## config.mk

```make
export PLATFORM = sky130hd
export DESIGN_NAME = jt900h_dmpseq
export DESIGN_NICKNAME = d
export VERILOG_FILES = /design/src/rtl/jt900h_dmpseq.sv
export SDC_FILE = /design/constraint.sdc
export NUM_CORES = 1
export LEC_CHECK = 0
export BUFFER_PORTS_ARGS = -buffer_cell sky130_fd_sc_hd__buf_2
export CAP_MARGIN = 20
export CORE_ASPECT_RATIO = 0.5
export CORE_MARGIN = 8
export CORE_UTILIZATION = 37
export DETAILED_ROUTE_END_ITERATION = 7
export PLACE_DENSITY_LB_ADDON = 0.1
export SYNTH_ARGS = -nofsm -noshare
export SYNTH_HDL_FRONTEND = slang
export SYNTH_SLANG_ARGS = --single-unit
```

## constraint.sdc

```tcl
create_clock -name clk -period 6.8 [get_ports clk]
set_clock_uncertainty 0.05 [all_clocks]
set_input_delay 0.34 -clock clk [delete_from_list [all_inputs] [get_ports clk]]
set_output_delay 0.34 -clock clk [all_outputs]
set_load 0.01 [all_outputs]
```

## src/rtl/jt900h_dmpseq.sv

```systemverilog
// jt900h_dmpseq: debug snapshot sequencer for the JT900H register file dump port.
// On a trigger it holds the CPU, copies NBYTES dump bytes into a local buffer,
// releases the CPU, then streams HEADER, the bytes and a zero-sum checksum
// over a valid/ready byte interface.
module jt900h_dmpseq #(
  parameter int         NBYTES = 82,
  parameter logic [7:0] HEADER = 8'hA5,
  parameter int         PERIOD = 0
)(
  input  logic       rst,
  input  logic       clk,
  input  logic       cen,
  input  logic       start,
  output logic       hold_req,
  input  logic       hold_ack,
  output logic [7:0] dmp_addr,
  input  logic [7:0] dmp_din,
  output logic [7:0] tdata,
  output logic       tvalid,
  input  logic       tready,
  output logic       tlast,
  output logic       busy,
  output logic       overrun
);

  // Index of the final dump byte; address and stream index are 7 bits wide.
  localparam logic [6:0] LAST = 7'(NBYTES - 1);

  typedef enum logic [2:0] {
    IDLE,
    HOLD,
    CAPTURE,
    SEND_HDR,
    SEND_DATA,
    SEND_SUM
  } state_t;

  state_t     state;
  logic [6:0] idx;
  logic [7:0] checksum;
  logic [7:0] cap_mem [0:NBYTES-1];
  logic       period_trig;
  logic       trig;

  generate
    if (PERIOD != 0) begin : g_period
      localparam int            PW   = (PERIOD > 1) ? $clog2(PERIOD) : 1;
      localparam logic [PW-1:0] PMAX = PW'(PERIOD - 1);
      logic [PW-1:0] pcnt;

      // Counts cen ticks and wraps from PERIOD-1 back to 0.
      always_ff @(posedge clk or posedge rst) begin
        if (rst)
          pcnt <= '0;
        else if (cen)
          pcnt <= (pcnt == PMAX) ? '0 : pcnt + PW'(1);
      end

      // The wrapping tick itself is the one-cycle periodic trigger.
      assign period_trig = cen && (pcnt == PMAX);
    end else begin : g_noperiod
      logic unused_cen;
      assign unused_cen  = cen;
      assign period_trig = 1'b0;
    end
  endgenerate

  // A simultaneous manual and periodic trigger merges into one.
  assign trig = start | period_trig;

  // Sequencer: hold handshake, capture walk, and the registered stream outputs.
  always_ff @(posedge clk or posedge rst) begin
    if (rst) begin
      state    <= IDLE;
      hold_req <= 1'b0;
      dmp_addr <= 8'd0;
      idx      <= 7'd0;
      checksum <= 8'd0;
      tdata    <= 8'd0;
      tvalid   <= 1'b0;
      tlast    <= 1'b0;
      busy     <= 1'b0;
      overrun  <= 1'b0;
    end else begin
      // Any trigger outside IDLE is dropped and flagged for one cycle.
      overrun <= trig && (state != IDLE);
      case (state)
        IDLE: begin
          if (trig) begin
            state    <= HOLD;
            hold_req <= 1'b1;
            busy     <= 1'b1;
          end
        end
        HOLD: begin
          if (hold_ack) begin
            state    <= CAPTURE;
            dmp_addr <= 8'd0;
            checksum <= HEADER;
          end
        end
        CAPTURE: begin
          checksum <= checksum + dmp_din;
          if (dmp_addr[6:0] == LAST) begin
            // Last byte is being stored now; the CPU is released and the
            // header is presented on the very next cycle.
            state    <= SEND_HDR;
            hold_req <= 1'b0;
            dmp_addr <= 8'd0;
            tvalid   <= 1'b1;
            tdata    <= HEADER;
          end else begin
            dmp_addr <= dmp_addr + 8'd1;
          end
        end
        SEND_HDR: begin
          if (tready) begin
            state <= SEND_DATA;
            idx   <= 7'd0;
            tdata <= cap_mem[0];
          end
        end
        SEND_DATA: begin
          if (tready) begin
            if (idx == LAST) begin
              state <= SEND_SUM;
              tdata <= 8'd0 - checksum;
              tlast <= 1'b1;
            end else begin
              idx   <= idx + 7'd1;
              tdata <= cap_mem[idx + 7'd1];
            end
          end
        end
        SEND_SUM: begin
          if (tready) begin
            state  <= IDLE;
            tvalid <= 1'b0;
            tlast  <= 1'b0;
            tdata  <= 8'd0;
            busy   <= 1'b0;
          end
        end
        default: begin
          state    <= IDLE;
          hold_req <= 1'b0;
          dmp_addr <= 8'd0;
          tvalid   <= 1'b0;
          tlast    <= 1'b0;
          busy     <= 1'b0;
        end
      endcase
    end
  end

  // Snapshot storage, written once per capture cycle; contents need no reset.
  always_ff @(posedge clk) begin
    if (state == CAPTURE)
      cap_mem[dmp_addr[6:0]] <= dmp_din;
  end

endmodule

```

==> summary.md, run 1 <==
| Metric | Value |
|---|---|
| Status | finished clean |
| Initial antenna violation count | 1 |
| Syn-to-layout area delta | 12.3% |
| Sequential share of the synthesized area | 0.736 |
| Vias | between 10000 and 15000 |
| Total Power | around 11000 uW |
| Starting density of the core | 0.374 |
| Vias in the first global route | between 10000 and 15000 |
| Slew Viols, Final | 0 |
| Area leader, netlist | edfxtp_1 |
| Netlist cell types | 62 |
| Post-cts sizing count | 0 |
| EDFF count, synth | roughly 660 |
| Layout Cell Area excl Fill | 31600 um^2 |
| Via/cell ratio | between 5 and 6 |
| Setup violations, final | 0 |
| Gpl congestion | around 0.87 |
| Die extent in y | approximately 210 um |
| Cell Rows | just over 70 |
| Worst EP required | slightly above 7 ns |
| Clock Tree Buf Depth | 3 |
| Htree depth | 3 |
| Worst Path Max Fanout | 47 |
| Fraction of layout cells with a size suffix above 1 | 0.215 |
| DR iter-0 viols | ~1500 |
| Fill cell count | 6596 |
| Largest net degree at the start of global routing | 85 |
| Cells after synthesis | 1495 |
| CTS Buf Count | 68 |
| Sink Count | between 600 and 700 |
| Synth warn | 0 |
| All-layer global routing usage | 0.176 |
| Top cells by area, synth | edfxtp_1 (70%), mux4_2 (14%), dfrtp_1 (3.5%) |
| Io pins | 35 |
| Die ar. | about 86000 um^2 |
| Max Freq | between 200 and 250 MHz |
| Syn nets | between 1500 and 2000 |
| Nets | ~1600 |
| Horiz. Die Dim | slightly above 400 um |
| Slew @ Worst Pin | around 1.2 ns |
| Final ANT Viol Nets | 0 |
| CP Launch Type | flop |
| Synth Register Bits | a little under 700 |
| Max_cap viols | 0 |
| Synth async-reset ratio | 0.0561 |
| Slew margin rel. | 0.228 |
| Worst VDD drop | roughly 0.27 mV |
| Clk slew on worst S/H paths | approximately 0.07 ns |
| Crit share post-route | 0.614 |
| Setup_tns | 0 ns |
| Drt pass-1 iters | 5 |
| Placeable Area | 75200 um^2 |
| PD cells | approximately 360 nW/um^2 |
| Residual DRC | 0 |
| Layout Cells excl Fill | between 2000 and 3000 |
| RSZ-0062 raised after global routing | false |
| Total gr overflow | 0 |
| DP HPWL | roughly 47000 um |
| Share of the synthesized area in the top cell type | 0.701 |
| Commonest cells post-synth | edfxtp_1 (656), mux4_2 (170), nand2_1 (124) |
| Setup Fix Bufs, Post-CTS | 0 |
| Min Tclk post-route | ~4.2 ns |
| Count leader, synth | edfxtp_1 |
| First-pass GRT wire length | 107000 um |
| Final wirelength | between 70000 and 80000 um |
| Skew-Pair Late Insertion Delay | ~0.61 ns |
| Critical setup path kind | reg -> reg |
| CTS root buf | clkbuf_16 |
| Top_reg_cell synth | edfxtp_1 |
| Hold/Removal Path Class | in -> reg |
| CTS tree | built |
| Placed Area | 29400 um^2 |
| Hold Path Cell Cnt | 3 |
| Leakage | around 0.0099 uW |
| Final hold vios | 0 |
| Cts hold-fix bufs | 2 |
| Placed cells | around 2500 |
| CP arrival | 4.62 ns |
| CP endpoint kind | flop |
| Mean post-synth cell area | approximately 19 um^2 |
| Buffers on Ports | 33 |
| R2R depth | 8 |
| Cell area after synthesis | between 20000 and 30000 um^2 |
| Wirelength per Cell | 28.7 um |
-- logic make-up after synthesis --
group                      after synthesis  share of synthesized area
and+or+nand+nor                        341                     0.0526
muxes                                  197                      0.147
AOI/OAI and AO/OA                      137                     0.0326
buffers and inverters                   90                     0.0187
DFF                                    695                      0.736
adders and majority gates               13                    0.00605
xor gates and xnor gates                22                    0.00752
-- power by group --
| group | switching [uW] | total, uW | internal (uW) |
|---|---|---|---|
| registers | 186 | 4970 | 4790 |
| logic | 1550 | 2830 | 1270 |
| clock network | 1590 | 3620 | 2030 |
-- path summary, 6_finish.rpt --
check,end,from,slack [ns]
max,tdata[1],idx[0],2.62
min reg2reg,tdata[4],tdata[4],0.46
max reg2reg,tdata[1],idx[0],2.62
min in group asynchronous,overrun,rst,0.36
max in group asynchronous,idx[0],rst,5.93
min,tdata[1],tready,0.10
-- placed cells by master, fill, tap and decap left out, types with 12 or more instances in the layout --
master and instances:
edfxtp_1 656, buf_2 31, nor2_1 119, clkinv_2 13
o21ai_0 33, nand2_1 124, dfrtp_1 38, clkinv_1 16
clkbuf_16 73, xnor2_1 13, nand3_1 40, mux2i_1 24
mux4_2 170, a21oi_1 26, buf_4 36, and3_1 12
clkbuf_1 14, a32oi_1 14, o31ai_1 12
-- registers in the layout, summed over array words and instances, names as in the netlist --
name and cells:
busy 1, checksum 8, dmp_addr 8, overrun 1, tvalid 1, cap_mem 656
idx 7, state 3, tdata 8, hold_req 1, tlast 1
-- metal layers --
metal  routed length (um)  GRT usage  share of wire  vias up
li1                     -          -              -     6190
met1                34700      0.257           0.46     7730
met2                33300      0.259           0.44      474
met3                 6010     0.0522          0.079      103
met4                 1680     0.0422          0.022        0
met5                    0          0              0        -
-- final cells by class --
class / instances / area (um^2) / share of cell area
multi-input cells: 710 / 6950 / 0.220
repair buffers: 73 / 526 / 0.0167
diodes: 5 / 12.5 / 0.000396
well taps: 1022 / 1280 / 0.0405
flip-flops and latches: 695 / 20700 / 0.655
clock inverters: 32 / 198 / 0.00626
inverters: 11 / 41.3 / 0.00131
clock buffers: 87 / 1880 / 0.0595
-- stage by stage --
stage          worst slack, ns  utilization  hold slack, ns
4_1_cts                   2.62        0.420          0.0590
5_1_grt                   2.47        0.420          0.0943
3_3_place_gp              2.64        0.392           0.435
2_1_floorplan             4.15            -           0.389
6_report                  2.62        0.420           0.102
3_5_place_dp              2.64        0.392           0.449
-- worst max-delay path: stages (launching register included) --
cell,delay [ns]
dfrtp_4,0.70
ha_4,0.88
buf_4,0.42
mux4_2,0.37
mux4_2,0.52
mux2_2,0.32
o21ai_1,0.30
and3_1,0.26
o21ai_1,0.08
(Power assumes the default switching activity.)
==> inputs of run 2 (changes only) <==
--- a/config.mk
+++ b/config.mk
@@ -5,6 +5,7 @@
 export SDC_FILE = /design/constraint.sdc
 export NUM_CORES = 1
 export LEC_CHECK = 0
+export ABC_AREA = 1
 export BUFFER_PORTS_ARGS = -buffer_cell sky130_fd_sc_hd__buf_2
 export CAP_MARGIN = 20
 export CORE_ASPECT_RATIO = 0.5
==> constraint.sdc (replaced) <==
create_clock -name clk -period 3.4 [get_ports clk]
set_clock_uncertainty 0.05 [all_clocks]
set_input_delay 0.17 -clock clk [delete_from_list [all_inputs] [get_ports clk]]
set_output_delay 0.17 -clock clk [all_outputs]
set_load 0.01 [all_outputs]
==> run 2 against run 1 <==
  * Hold slack got worse by 0.033 ns
  * Clock-buffer cell count rose by 6
  * Non-clock buffer count is 54 higher
  * Die area is 3.5% higher
  * Critical path type unchanged
  * Highest routed layer unchanged
==> summary.md, run 2 <==
| Metric | Value |
|---|---|
| Largest net degree at the start of global routing | 86 |
| Vias in the first global route | between 15000 and 20000 |
| Residual DRC | 0 |
| Setup violations, final | 0 |
| Worst Path Max Fanout | 58 |
| Io pins | 35 |
| Synth async-reset ratio | 0.0561 |
| Slew @ Worst Pin | ~0.93 ns |
| CTS Buf Count | 68 |
| Leakage | between 0.01 and 0.015 uW |
| Horiz. Die Dim | ~410 um |
| DP HPWL | 49300 um |
| # diodes | 0 |
| RSZ-0062 raised after global routing | false |
| Worst VDD drop | around 0.64 mV |
| CP arrival | 3.70 ns |
| DR iter-0 viols | about 1700 |
| Setup_tns | 0 ns |
| Worst EP required | just under 4 ns |
| Syn-to-layout area delta | 12.6% |
| Cell Chain, Critical Path | buf_12, nand3_1, nand2_1, nand2_2, inv_2, buf_4, nand3_1, nand3_1, nand3_1, nand2_1, nand2_1, nand2_1, nand2_1, nand2_1, nand2_1, nand2_1 |
| Die ar. | 88600 um^2 |
| Gpl congestion | a little over 0.8 |
| Commonest cells post-synth | edfxtp_1 (656), nor2_1 (584), nand2_1 (297) |
| Slowest stage delay, CP | between 0.5 and 0.6 ns |
| Area leader, netlist | edfxtp_1 |
| Slowest cell on the critical path | inv_2 |
| Setup Fix Bufs, Post-CTS | 0 |
| Total gr overflow | 0 |
| Nets | 2586 |
| CTS root buf | clkbuf_16 |
| Final hold vios | 0 |
| Starting density of the core | 0.375 |
| Layout Utilization | 0.423 |
| Wirelength per Cell | approximately 23 um |
| Buffers on Ports | 33 |
| Initial antenna violation count | 2 |
| Fill cell count | 7398 |
| Count leader, synth | edfxtp_1 |
| Top_reg_cell synth | edfxtp_1 |
| Synth Register Bits | about 700 |
| CP endpoint kind | flop |
| Fraction of layout cells with a size suffix above 1 | 0.0873 |
| Slew margin rel. | 0.375 |
| Sequential share of the synthesized area | 0.709 |
| Drt pass-1 iters | 5 |
| Min Tclk post-route | ~3.2 ns |
| Final ANT Viol Nets | 0 |
| Sink Count | between 600 and 700 |
| Commonest cells after routing, fill and taps aside | edfxtp_1 (656), nor2_1 (584), nand2_1 (297) |
| Cells after synthesis | around 2500 |
| Mean post-synth cell area | about 12 um^2 |
| Skew-Pair Late Insertion Delay | 0.61 ns |
| Htree depth | 3 |
| Placeable Area | 77700 um^2 |
| Via/cell ratio | approximately 5.2 |
| Largest register FFs | ~660 |
| Max_cap viols | 0 |
| Synth warn | 0 |
| PD cells | about 800 nW/um^2 |
| Cell area after synthesis | approximately 29000 um^2 |
| First-pass GRT wire length | about 120000 um |
| Cell Rows | slightly above 70 |
| Die extent in y | between 200 and 250 um |
| Hold/Removal Path Class | in -> reg |
| Slew Viols, Final | 0 |
| Crit share post-route | 0.941 |
| CP most frequent cell | nand2_1 |
| Netlist cell types | 43 |
| Syn nets | 2532 |
| Share of the synthesized area in the top cell type | 0.676 |
| Max Freq | between 300 and 400 MHz |
| Critical setup path kind | reg -> reg |
| Clock Tree Buf Depth | 3 |
| Clk slew on worst S/H paths | ~0.07 ns |
| Final wirelength | slightly above 80000 um |
| Status | finished clean |
| Top cells by area, synth | edfxtp_1 (68%), nor2_1 (7.5%), o21ai_0 (4.5%) |
| Vias | around 19000 |
| All-layer global routing usage | 0.184 |
| Commonest non-fill, non-tap cell in the layout | edfxtp_1 |
| EDFF count, synth | around 660 |
| CTS tree | built |
| CP Launch Type | flop |
## run 2: changes by cell type in the layout (fill, tap and decap cells not counted), sizes merged, moves of 48 or more
cell,change
buf,+48
inv,+66
mux4,-172
nand2,+174
nand3,+176
nor2,+468
o211ai,+60
o21ai,+271
## run 2: per-stage QoR
stage / area, um^2 / setup slack [ns] / hold slack (ns) / cells / power, uW
after floorplan: 29100 / 1.17 / 0.219 / 2505 / 16400
after global placement: 30600 / 0.275 / 0.283 / 3517 / 19600
after detailed placement: 30600 / 0.287 / 0.291 / 3517 / 19600
after CTS: 32800 / 0.264 / 0.00696 / 3648 / 26900
after global routing: 32800 / 0.000238 / 0.0712 / 3648 / 28300
final: 32800 / 0.201 / 0.0689 / 3648 / 26700
## run 2: kinds of logic after synthesis
logic type	Yosys count	share of synthesized area
buf+inv	219	0.0400
compound gates	444	0.0843
fa+ha+maj	13	0.00584
xor+xnor	10	0.00378
mux	1	0.000386
flops	695	0.709
simple gates	1123	0.156
## run 2: final cells by class
class | count | area, um^2 | area share
flip-flops and latches | 695 | 20700 | 0.630
repair buffers | 127 | 1100 | 0.0336
inverters | 76 | 295 | 0.00900
clock buffers | 93 | 1880 | 0.0573
well taps | 1036 | 1300 | 0.0395
multi-input cells | 1591 | 7350 | 0.224
clock inverters | 30 | 214 | 0.00652
## run 2: timing repair
item / CTS / global route
hold endpoints to repair: 129 / 0
resized for setup: 0 / 1
hold buffers: 8 / 0
setup endpoints to repair: 0 / 1
## run 2: worst paths after layout
check | start | to | slack (ns) | cells after the start
setup / recovery | idx[0] | tdata[4] | 0.20 | 16
hold / removal | hold_ack | checksum[4] | 0.07 | 4
setup reg to reg | idx[0] | tdata[4] | 0.20 | 16
hold reg to reg | tdata[3] | tdata[3] | 0.43 | 2
max in group asynchronous | rst | idx[0] | 2.67 | 4
min in group asynchronous | rst | busy | 0.20 | 4
## run 2: critical path, delay by kind of cell (launching register included)
kind                   cells  cell delay (ns)
buffers and inverters      3             1.17
DFF                        1             0.45
and+or+nand+nor           13             1.46
## run 2: power breakdown
part           leakage, uW  internal [uW]  total [uW]  switching [uW]
sequential         0.00638           9560        9740             184
combinational      0.00398           2990        9590            6610
clock              0.00102           4100        7350            3250
total               0.0114          16600       26700           10000
## run 2: per-layer routing
layer	part of all wire	track usage
met3	0.057	0.0357
met2	0.44	0.276
met1	0.48	0.270
met4	0.026	0.0516
met5	0	0
==> inputs of run 3 (changes only) <==
--- a/config.mk
+++ b/config.mk
@@ -6,7 +6,7 @@
 export NUM_CORES = 1
 export LEC_CHECK = 0
 export ABC_AREA = 1
-export BUFFER_PORTS_ARGS = -buffer_cell sky130_fd_sc_hd__buf_2
+export BUFFER_PORTS_ARGS = -buffer_cell sky130_fd_sc_hd__buf_4
 export CAP_MARGIN = 20
 export CORE_ASPECT_RATIO = 0.5
 export CORE_MARGIN = 8
==> run 3 against run 2 <==
  * Clock-buffer cell count down 5
  * Combinational power up 0.6%
  * Largest power group unchanged
  * Register-to-register slack better by 0.08 ns
  * Flip-flop and latch count unchanged
  * Core utilization up 0.098 points
  * Via count up 0.22%
  * Die area unchanged
  * Power about the same
==> summary.md, run 3 (synthesis gave the netlist of run 2 again) <==
| Metric | Value |
|---|---|
| Drt pass-1 iters | 5 |
| Residual DRC | 0 |
| Via/cell ratio | about 5.2 |
| Worst path depth | 9 |
| Buffers on Ports | 33 |
| Htree depth | 3 |
| Gpl congestion | between 0.8 and 0.9 |
| Initial antenna violation count | 2 |
| Io pins | 35 |
| Reg power frac | 0.365 |
| Syn-to-layout area delta | 12.8% |
| Placed Area | between 30000 and 40000 um^2 |
| Final wirelength | roughly 82000 um |
| Status | finished clean |
| Die extent in y | 214 um |
| Cell Chain, Critical Path | inv_1, nor2_1, inv_1, nor2_1, inv_1, nor2_2, nand2_1, buf_4, nor2_1 |
| Worst EP required | 3.59 ns |
| Setup_tns | 0 ns |
| Placed cells | between 3000 and 4000 |
| DP HPWL | 49100 um |
| Skew-Pair Late Insertion Delay | between 0.6 and 0.7 ns |
| Final hold slack | approximately 0.081 ns |
| Slew Viols, Final | 0 |
| Slew margin rel. | 0.364 |
| Max Freq | about 320 MHz |
| Leakage | 0.0114 uW |
| Hold Path Cell Cnt | 4 |
| Clock power share | 0.274 |
| Total Power | ~27000 uW |
| Slowest stage delay, CP | 0.67 ns |
| Clk slew on worst S/H paths | about 0.060 ns |
| Fill cell count | about 7400 |
| Hold/Removal Path Class | in -> reg |
| CTS Buf Count | 68 |
| RSZ-0062 raised after global routing | false |
| # diodes | 0 |
| Layout Cells excl Fill | 3647 |
| Slowest cell on the critical path | nor2_1 |
| Setup Fix Bufs, Post-CTS | 0 |
| Slew @ Worst Pin | 0.954 ns |
| CP Launch Type | flop |
| PD cells | about 810 nW/um^2 |
| First-pass GRT wire length | between 100000 and 150000 um |
| Switch share | 0.380 |
| Commonest cells after routing, fill and taps aside | edfxtp_1 (656), nor2_1 (582), nand2_1 (297) |
| Die ar. | 88600 um^2 |
| Clock Tree Buf Depth | 3 |
| Wirelength per Cell | 22.5 um |
| Worst VDD drop | roughly 0.77 mV |
| Min Tclk post-route | around 3.1 ns |
| Commonest non-fill, non-tap cell in the layout | edfxtp_1 |
| Cell Rows | slightly above 70 |
| Final ANT Viol Nets | 0 |
| DR iter-0 viols | between 1500 and 2000 |
| Net Sw Power | 10200 uW |
| Nets | 2586 |
| Final hold vios | 0 |
| CP arrival | between 3 and 4 ns |
| Placeable Area | 77700 um^2 |
| CP endpoint kind | flop |
| Critical path's top delay family | simple AND/OR/NAND/NOR gates |
| R2R depth | 9 |
| Vias in the first global route | around 19000 |
| Largest net degree at the start of global routing | between 70 and 80 |
| Starting density of the core | 0.375 |
| Horiz. Die Dim | 413 um |
| CTS tree | built |
| Layout Cell Area excl Fill | approximately 33000 um^2 |
| Max_cap viols | 0 |
| Fraction of layout cells with a size suffix above 1 | 0.0892 |
| Buf/Inv on CP | 4 |
| Worst Path Max Fanout | 10 |
| CTS root buf | clkbuf_16 |
| Largest register FFs | 656 |
| Sink Count | 695 |
| Int Power | approximately 17000 uW |
| Vias | about 19000 |
| All-layer global routing usage | 0.182 |
| Critical setup path kind | reg -> reg |
| Crit share post-route | 0.917 |
| Combinational fraction of design power | 0.361 |
| Setup violations, final | 0 |
| Total gr overflow | 0 |
[run 3: cell count changes in the layout (fill, tap and decap cells not counted), sizes merged]
cell / previous run / this run
clkbuf: 93 / 88
inv: 76 / 79
clkinv: 25 / 27
buf: 119 / 118
bufinv: 3 / 2
dlygate4sd3: 8 / 9
[run 3: per-stage QoR]
step            util  setup WS, ns
2_1_floorplan      -          1.17
3_3_place_gp   0.396         0.397
3_5_place_dp   0.396         0.292
4_1_cts        0.423         0.292
5_1_grt        0.424        0.0199
6_report       0.424         0.284
[run 3: final timing paths]
check	from	endpoint	slack, ns
setup / recovery	state[1]	cap_mem[36][7]	0.28
hold / removal	dmp_din[1]	checksum[1]	0.08
setup reg to reg	state[1]	cap_mem[36][7]	0.28
hold reg to reg	tdata[1]	tdata[1]	0.44
max in group asynchronous	rst	idx[0]	2.65
min in group asynchronous	rst	hold_req	0.21
[run 3: cell type report]
type	instances	area (um^2)	share of cell area
clock buffers	88	1840	0.0559
clock inverters	34	239	0.00727
inverters	76	295	0.00898
multi-input cells	1591	7350	0.224
flip-flops and latches	695	20700	0.629
well taps	1036	1300	0.0394
repair buffers	127	1190	0.0361
[run 3: power by group through the flow]
| stage | Clock, uW | Combinational [uW] | Sequential [uW] |
|---|---|---|---|
| final | 7300 | 9650 | 9750 |
| after global routing | 7800 | 10700 | 9770 |
| after CTS | 7460 | 9750 | 9750 |
| after detailed placement | 0 | 9710 | 9930 |
| after global placement | 0 | 9700 | 9930 |
| after floorplan | 0 | 6470 | 9880 |
[run 3: repair_timing]
item	in CTS	in global routing
setup endpoints to repair	0	16
hold endpoints to repair	144	0
hold buffers	9	0
gates resized for setup	0	2
[run 3: worst min-delay path, delay by kind of cell]
kind	cells	cell delay [ns]
buffers and inverters	1	0.20
and+or+nand+nor	1	0.05
adders and majority gates	1	0.19
AOI/OAI and AO/OA	1	0.07
[run 3: routing by layer]
layer | routed length [um] | track usage
met4 | 2000 | 0.0498
met3 | 4970 | 0.0365
met2 | 35400 | 0.269
met1 | 39600 | 0.270
met5 | 0 | 0
